File: src/rtl/obi_traffic_gen_pkg.sv
// Shared definitions for the OBI write-then-readback traffic generator:
// FSM state encoding and the per-word data pattern.
package obi_traffic_gen_pkg;

  typedef enum logic [2:0] {
    IDLE   = 3'd0,
    WRITE  = 3'd1,
    WAIT_W = 3'd2,
    READ   = 3'd3,
    WAIT_R = 3'd4,
    DONE   = 3'd5
  } state_e;

  // Widest address/data the pattern helper handles; callers cast in and out.
  localparam int unsigned PatWidth = 128;

  function automatic logic [PatWidth-1:0] obi_pattern(input logic [PatWidth-1:0] addr,
                                                      input logic [PatWidth-1:0] seed);
    return addr ^ seed;
  endfunction

endpackage

File: src/rtl/obi_outstanding_cnt.sv
// Counts granted-but-unanswered OBI transfers; a response with nothing
// outstanding is ignored so the count never underflows.
module obi_outstanding_cnt #(
  parameter int unsigned Max = 4
) (
  input  logic       clk_i,
  input  logic       rst_i,
  input  logic       inc,
  input  logic       dec,
  output logic [3:0] count,
  output logic       full,
  output logic       empty
);

  logic dec_eff;

  assign dec_eff = dec && (count != 4'd0);
  assign full    = (count >= 4'(Max));
  assign empty   = (count == 4'd0);

  always_ff @(posedge clk_i or posedge rst_i) begin
    if (rst_i) begin
      count <= 4'd0;
    end else if (inc && !dec_eff) begin
      count <= count + 4'd1;
    end else if (!inc && dec_eff) begin
      count <= count - 4'd1;
    end
  end

endmodule

File: src/rtl/obi_traffic_gen.sv
// OBI manager that writes N pattern words then reads them back and compares.
// Define OBI_TRAFFIC_GEN_RANDOM_STALL_EN to gate new requests with an LFSR.
module obi_traffic_gen
  import obi_traffic_gen_pkg::*;
#(
  parameter int unsigned          AddrWidth      = 32,
  parameter int unsigned          DataWidth      = 64,
  parameter logic [AddrWidth-1:0] BaseAddr       = '0,
  parameter int unsigned          MaxOutstanding = 4,
  parameter logic [DataWidth-1:0] PatternSeed    = 64'hA5A5_0000_5A5A_0000
) (
  input  logic                   clk_i,
  input  logic                   rst_i,
  input  logic                   start_i,
  input  logic [15:0]            num_words_i,
  output logic                   busy_o,
  output logic                   done_o,
  output logic                   mismatch_o,
  output logic                   proto_err_o,
  output logic [15:0]            err_count_o,
  output logic                   req_o,
  output logic [AddrWidth-1:0]   addr_o,
  output logic                   we_o,
  output logic [DataWidth/8-1:0] be_o,
  output logic [DataWidth-1:0]   wdata_o,
  input  logic                   gnt_i,
  input  logic                   rvalid_i,
  input  logic [DataWidth-1:0]   rdata_i
);

  localparam int unsigned StrideLog2 = $clog2(DataWidth / 8);

  function automatic logic [AddrWidth-1:0] word_addr(input logic [15:0] i);
    return BaseAddr + (AddrWidth'(i) << StrideLog2);
  endfunction

  function automatic logic [DataWidth-1:0] pattern_of(input logic [AddrWidth-1:0] a);
    return DataWidth'(obi_pattern(PatWidth'(a), PatWidth'(PatternSeed)));
  endfunction

  state_e               state;
  logic [15:0]          num_words;
  logic [15:0]          idx;
  logic [15:0]          rd_idx;
  logic [3:0]           cnt;
  logic                 cnt_full;
  logic                 cnt_empty;
  logic                 granted;
  logic                 rsp_ok;
  logic                 issuing;
  logic                 last_grant;
  logic                 room;
  logic                 drained;
  logic                 launch;
  logic                 lfsr_ok;
  logic                 compare_hit;
  logic [15:0]          idx_n;
  logic [DataWidth-1:0] rd_expect;

  obi_outstanding_cnt #(.Max(MaxOutstanding)) u_cnt (
    .clk_i (clk_i),
    .rst_i (rst_i),
    .inc   (granted),
    .dec   (rvalid_i),
    .count (cnt),
    .full  (cnt_full),
    .empty (cnt_empty)
  );

`ifdef OBI_TRAFFIC_GEN_RANDOM_STALL_EN
  localparam logic [15:0] LfsrReset = 16'hACE1;
  logic [15:0] lfsr;

  always_ff @(posedge clk_i or posedge rst_i) begin
    if (rst_i) begin
      lfsr <= LfsrReset;
    end else begin
      lfsr <= {lfsr[14:0], lfsr[15] ^ lfsr[13] ^ lfsr[12] ^ lfsr[10]};
    end
  end

  assign lfsr_ok = lfsr[0];
`else
  assign lfsr_ok = 1'b1;
`endif

  assign granted    = req_o && gnt_i;
  assign rsp_ok     = rvalid_i && !cnt_empty;
  assign issuing    = (state == WRITE) || (state == READ);
  assign last_grant = granted && (idx == num_words - 16'd1);
  assign idx_n      = granted ? idx + 16'd1 : idx;
  // Room is judged on the count as it will be after this edge's grant/response.
  assign room       = rsp_ok || (granted ? (cnt < 4'(MaxOutstanding - 1)) : !cnt_full);
  assign launch     = issuing && !last_grant && (!req_o || granted) && room && lfsr_ok;
  assign drained    = cnt_empty || ((cnt == 4'd1) && rvalid_i);
  assign compare_hit = rsp_ok && ((state == READ) || (state == WAIT_R));
  assign rd_expect  = pattern_of(word_addr(rd_idx));

  assign busy_o = issuing || (state == WAIT_W) || (state == WAIT_R);
  assign done_o = (state == DONE);

  always_ff @(posedge clk_i or posedge rst_i) begin
    if (rst_i) begin
      state       <= IDLE;
      num_words   <= 16'd0;
      idx         <= 16'd0;
      rd_idx      <= 16'd0;
      req_o       <= 1'b0;
      addr_o      <= '0;
      we_o        <= 1'b0;
      be_o        <= '0;
      wdata_o     <= '0;
      mismatch_o  <= 1'b0;
      proto_err_o <= 1'b0;
      err_count_o <= 16'd0;
    end else begin
      if (rvalid_i && cnt_empty) begin
        proto_err_o <= 1'b1;
      end
      if (compare_hit) begin
        rd_idx <= rd_idx + 16'd1;
        if (rdata_i != rd_expect) begin
          mismatch_o <= 1'b1;
          if (err_count_o != 16'hFFFF) begin
            err_count_o <= err_count_o + 16'd1;
          end
        end
      end
      if (launch) begin
        req_o   <= 1'b1;
        addr_o  <= word_addr(idx_n);
        we_o    <= (state == WRITE);
        be_o    <= '1;
        wdata_o <= (state == WRITE) ? pattern_of(word_addr(idx_n)) : '0;
      end else if (granted) begin
        req_o <= 1'b0;
      end
      case (state)
        IDLE, DONE: begin
          if (start_i) begin
            num_words   <= num_words_i;
            idx         <= 16'd0;
            rd_idx      <= 16'd0;
            mismatch_o  <= 1'b0;
            err_count_o <= 16'd0;
            state       <= (num_words_i == 16'd0) ? DONE : WRITE;
          end
        end
        WRITE: begin
          if (last_grant) begin
            idx   <= 16'd0;
            state <= WAIT_W;
          end else begin
            idx <= idx_n;
          end
        end
        WAIT_W: if (drained) state <= READ;
        READ: begin
          if (last_grant) begin
            idx   <= 16'd0;
            state <= WAIT_R;
          end else begin
            idx <= idx_n;
          end
        end
        WAIT_R: if (drained) state <= DONE;
        default: state <= IDLE;
      endcase
    end
  end

endmodule
File: config.mk
export PLATFORM = sky130hd
export DESIGN_NAME = obi_traffic_gen
export DESIGN_NICKNAME = d
export VERILOG_FILES = /design/src/rtl/obi_traffic_gen_pkg.sv /design/src/rtl/obi_outstanding_cnt.sv /design/src/rtl/obi_traffic_gen.sv
export SDC_FILE = /design/constraint.sdc
export NUM_CORES = 1
export LEC_CHECK = 0
export BUFFER_PORTS_ARGS = -buffer_cell sky130_fd_sc_hd__buf_4
export CAP_MARGIN = 0
export CORE_MARGIN = 10
export CORE_UTILIZATION = 30
export CTS_BUF_LIST = sky130_fd_sc_hd__clkbuf_4 sky130_fd_sc_hd__clkbuf_8
export CTS_CLUSTER_DIAMETER = 150
export DETAILED_ROUTE_END_ITERATION = 6
export GPL_TIMING_DRIVEN = 1
export SLEW_MARGIN = 15
export SYNTH_ARGS = -nofsm -noshare
export SYNTH_HDL_FRONTEND = slang
export SYNTH_SLANG_ARGS = --single-unit
File: constraint.sdc
create_clock -name clk_i -period 3.4 [get_ports clk_i]
set_input_delay 0.34 -clock clk_i [delete_from_list [all_inputs] [get_ports clk_i]]
set_output_delay 0.34 -clock clk_i [all_outputs]
set_load 0.005 [all_outputs]
=== Word level (Yosys, flattened, before mapping) ===
Cells that the tools add are included.

* Add/sub/neg operators: 6
* Order comparisons: 2
* Equality and inequality tests: 14
* Mux-type cells: 29
* Bitwise operators: 2
* Reduce and logical (&&, ||, !) cells: 37

{| class="wikitable"
|+ Operator list
! operator !! number
|-
| two-way mux 16 bit || 11
|-
| two-way mux 64 bit || 1
|-
| inequality test 64 bit || 1
|-
| adder 16 x 1 -> 16 bit (second input constant) || 3
|-
| inverter 1 -> 16 bit || 2
|-
| case mux 16 bit (2 select lines) || 1
|-
| two-way mux 3 bit || 6
|-
| equality test 16 bit || 1
|-
| zero test 16 bit || 1
|-
| inequality test 16 bit (second input constant) || 1
|-
| subtractor 16 x 1 -> 16 bit (second input constant) || 1
|-
| case mux 3 bit (5 select lines) || 1
|-
| logical AND 1 bit || 12
|-
| inequality test 2 bit (second input constant) || 5
|-
| two-way mux 4 bit || 2
|-
| logical OR 1 bit || 7
|-
| two-way mux 1 bit || 7
|-
| equality test 3 x 2 -> 1 bit (second input constant) || 2
|-
| equality test 3 bit (second input constant) || 2
|-
| zero test 1 bit || 6
|-
| nonzero test 2 bit || 3
|-
| AND reduction 5 bit || 1
|-
| adder 4 x 1 -> 4 bit (second input constant) || 1
|-
| equality test 4 x 1 -> 1 bit (second input constant) || 1
|-
| 9 further kinds || 11
|}

* Register bits: 156
* Bits of input ports: 85
* Output and inout port bits: 126
* Logic and storage cells: 103

=== Logic depth before layout (Yosys ltp) ===
* Depth after elaboration: 8
* Gate-level depth with buffers: 13
* Gate-level depth less buffers: 10

=== Hierarchy ===
From an unflattened synthesis, not the netlist that was laid out.

* Cell total of the unflattened synthesis: 703
* Area total of the unflattened synthesis: 6759.0 sq um

{| class="wikitable"
|+ By module, submodules not included
! module !! instances !! cells each !! area an instance (sq um) !! sequential area each (sq um)
|-
| obi_traffic_gen || 1 || 672 || 6433.7 || 2602.5
|-
| obi_outstanding_cnt || 1 || 31 || 325.3 || 100.1
|}

=== Worst setup path before layout ===
OpenSTA, ideal clock, no wires.

* Path type: flip-flop to flip-flop
* From: register num_words[0]
* To: register addr_o[10]
* Data arrival time: 3.089 ns
* Required time: 3.273 ns
* Path slack: 0.183 ns
* Stages on the path, launching flop included: 13
* Buffers on the path: 2
* Clock period less this slack: 3.217 ns
* Cell sequence: dfrtp_1 -> inv_1 -> ha_1 -> or3b_1 -> clkbuf_1 -> or4b_4 -> a21oi_2 -> a311oi_1 -> or3_1 -> o21a_2 -> o211ai_4 -> buf_8 -> mux2_1

* Cells in the longest elaborated chain, start to end: 7

{| class="wikitable"
|+ Ends and longest elaborated chain
! what !! RTL line !! RTL
|-
| start: declaration || obi_traffic_gen.sv:42 || <nowiki>logic [15:0] num_words;</nowiki>
|-
| start signal: assignment || obi_traffic_gen.sv:141 || <nowiki>num_words <= num_words_i;</nowiki>
|-
| subtractor 16 x 1 -> 16 bit || obi_traffic_gen.sv:90 || <nowiki>assign last_grant = granted && (idx == num_words - 16'd1);</nowiki>
|-
| equality test 16 bit || obi_traffic_gen.sv:90 ||
|-
| logical AND 1 bit || obi_traffic_gen.sv:90 ||
|-
| zero test 1 bit || obi_traffic_gen.sv:94 || <nowiki>assign launch = issuing && !last_grant && (!req_o || granted) && room && lfsr_ok;</nowiki>
|-
| logical AND 1 bit (3 in series) || obi_traffic_gen.sv:94 ||
|-
| end signal: assignment || obi_traffic_gen.sv:131 || <nowiki>addr_o <= word_addr(idx_n);</nowiki>
|-
| end: declaration || obi_traffic_gen.sv:22 || <nowiki>output logic [AddrWidth-1:0] addr_o,</nowiki>
|}

Every way passes these cells.
A chain may end at the register's enable or synchronous reset.

=== Worst setup path after layout ===
* From: register num_words[7]
* To: register wdata_o[12]

* Cells in the longest elaborated chain, start to end: 7

{| class="wikitable"
|+ Ends and longest elaborated chain
! what !! RTL line !! RTL
|-
| subtractor 16 x 1 -> 16 bit || obi_traffic_gen.sv:90 ||
|-
| equality test 16 bit || obi_traffic_gen.sv:90 ||
|-
| logical AND 1 bit || obi_traffic_gen.sv:90 ||
|-
| zero test 1 bit || obi_traffic_gen.sv:94 ||
|-
| logical AND 1 bit (3 in series) || obi_traffic_gen.sv:94 ||
|-
| end signal: assignment || obi_traffic_gen.sv:134 || <nowiki>wdata_o <= (state == WRITE) ? pattern_of(word_addr(idx_n)) : '0;</nowiki>
|-
| end: declaration || obi_traffic_gen.sv:25 || <nowiki>output logic [DataWidth-1:0] wdata_o,</nowiki>
|}

Every way passes these cells.

==> out/metrics.cfg <==
[die]
core_area_um2=21800
start_util_pct=30.4
dieArea_um2=28500
die_x_um=169
die_h_um=169
rows=54
ios=211

[drt]
routed_via_density=4.65
dr.pass1.iters=7
wl_mm=17.4
drt_iter0_markers=263
ant_nets=0
wl_per_cell_um=15.5
via_count=5228
drc=0

[pwr]
total_power_mw=3.82
power_leakage_nw=3.81
irDropWorstVdd_mv=0.210
pwr_density_cell_nw_per_um2=474

[setup_path]
end_kind=register
crit_fanout=17
required_ns=3.69
reg2reg_from=num_words[7]
critPathArrivalTime_ns=3.53
critPathKind=reg2reg
r2r_slack_ns=0.15
crit_path_end=wdata_o[12]
reg2reg_depth=9
worstSetupStartpoint=num_words[7]
r2r_end=wdata_o[12]
worst_setup_path_start_kind=register

[layout]
final_core_util_pct=36.9
drive_gt1_share_pct=26.4
diodes=0
final_cell_area_um2=8050
syn_to_final_growth_pct=21.3
final_nets=932
final_cells=1124
n_fill_cell=2247

[logic_synthesis]
yosysTopAreaCell=dfrtp_1
ys_top_cells_by_count=dfrtp_1, buf_4, nor2_1, xnor2_1, nand2_1
syn_avg_cell_area_um2=9.41
synth_top_area_share_pct=40.7
synth-edff-count=0
synth_seq_cells=108
synth_cells=705
synth_cell_types=58
synth.cell_area_um2=6640
synth_warnings=0
async_reset_ff_share_pct=100
yosysMostFrequentCell=dfrtp_1
yosysSeqAreaShare_pct=40.7
synth_ff_type=dfrtp_1
synth_area_leaders=dfrtp_1, buf_4, xnor2_1

[clock_network]
clockRootBuffer=clkbuf_8
clk_pin_slew_ns=0.12
cts_setup_buffers=0
clock-sinks=108
clk_latency_ns=0.39
numCtsBuffers=9
clk_path_buf_depth=2
h-tree-depth=3
cts_tree=done

[global_route]
antenna_found_initial=0
overflow=0
grt_max_degree=76
grt_usage_pct=11.9
grt_pass1_vias=5326
grt_pass1_wl_mm=28.0

[timing]
finalMaxSlewViolations=0
setup_viol=0
fin_crit_sh_pct=95.5
setup_tns_ns=0
rsz0062_at_grt=no
setup_slack_ns=0.152
hold_slack_ns=0.165
skew_ns=0.0150
fmaxAchievable_mhz=308
period_needed_ns=3.25
finalHoldViolations=0
worst_slew_pin_slew_ns=0.593
maxSlewHeadroom_pct=60.4

[hold_path]
hp-class=in2reg

[place]
place_hpwl_mm=13.7
port_buffers=161
gp_congestion=0.823
place_ws_ns=0.0872
placed_cells=1106
place_area_um2=7820

[run_status]
status=complete, no violations

[job]
drv_cap=0

-- layer usage --
metal / up-vias / part of all wire (%) / track usage, %
li1: 2572 / - / -
met1: 2445 / 44 / 14.8
met2: 200 / 42 / 17.6
met3: 11 / 13 / 6.51
met4: 0 / 0.95 / 2.65
met5: - / 0 / 0
-- kinds of logic after synthesis --
family                   share of synthesized area (%)
XOR/XNOR                                          9.37
buffers and inverters                             12.1
flip-flops                                        40.7
adder cells (fa/ha/maj)                           1.51
AND/OR/NAND/NOR                                   19.3
AO/OA/AOI/OAI                                     8.22
multiplexers                                      8.69
other                                           0.0565
-- sequential cells by signal, indices dropped and copies added, names as in the netlist --
register	flops
err_count_o	16
mismatch_o	1
wdata_o	17
req_o	1
num_words	16
addr_o	16
idx	16
state	3
u_cnt.count	4
rd_idx	16
proto_err_o	1
be_o	1
-- worst max-delay path, cell delays in order (launching register included) --
cell and delay [ns]:
dfrtp_1 0.43, or4_1 0.66, or4b_4 0.57, a21oi_2 0.11, a311oi_1 0.05, or3_1 0.38
o21a_2 0.24, o211ai_4 0.12, clkbuf_16 0.25, mux2_1 0.33
-- timing repair --
item | 4_1_cts | 5_1_grt
hold buffers | 1 | 0
gates resized for setup | 0 | 1
endpoints found under the hold margin | 33 | 0
endpoints found under the setup margin | 0 | 24
-- how the worst min path moves through the flow --
stage | startpoint | to | slack [ns] | depth (start not counted)
6_report | gnt_i | req_o | 0.17 | 2
5_1_grt | gnt_i | req_o | 0.17 | 2
4_1_cts | gnt_i | req_o | 0.14 | 2
3_5_place_dp | rst_i | err_count_o[6] | 0.40 | 2
3_3_place_gp | rst_i | err_count_o[6] | 0.41 | 2
2_1_floorplan | gnt_i | req_o | 0.44 | 1
-- cells in the final DEF (no fill, tap or decap), drive strengths merged, types with 3 or more instances in the layout --
master and count:
buf 173, dfrtp 108, nor2 64, xnor2 53
nand2 52, conb 49, inv 37, mux2 37
o21ai 26, nand3 22, a21oi 20, xor2 18
nor3 17, nand4 17, mux2i 16, and3 13
nor4 12, clkbuf 10, or3 9, ha 8
nor2b 7, or4 6, nand2b 6, a22o 5
a211oi 5, and2 5, nor4b 5, o31ai 4
or2 4, nor4bb 4, a221o 3, a21o 3
o21a 3
-- report_power, final --
part / internal (mW) / leakage, nW / switching [mW]
clock: 0.293 / 0.101 / 0.507
sequential: 1.50 / 1.41 / 0.260
combinational: 0.685 / 2.30 / 0.570
-- final cells by class --
| cell class | count | area (µm²) | area share (%) |
|---|---|---|---|
| Timing Repair Buffer | 175 | 1360 | 16.9 |
| Multi-Input combinational cell | 513 | 3320 | 41.2 |
| Tap cell | 280 | 350 | 4.35 |
| Inverter | 32 | 123 | 1.52 |
| Clock inverter | 7 | 76.3 | 0.948 |
| Sequential cell | 108 | 2700 | 33.6 |
| Clock buffer | 9 | 124 | 1.54 |
No activity file was read; power rests on OpenSTA's default activity.
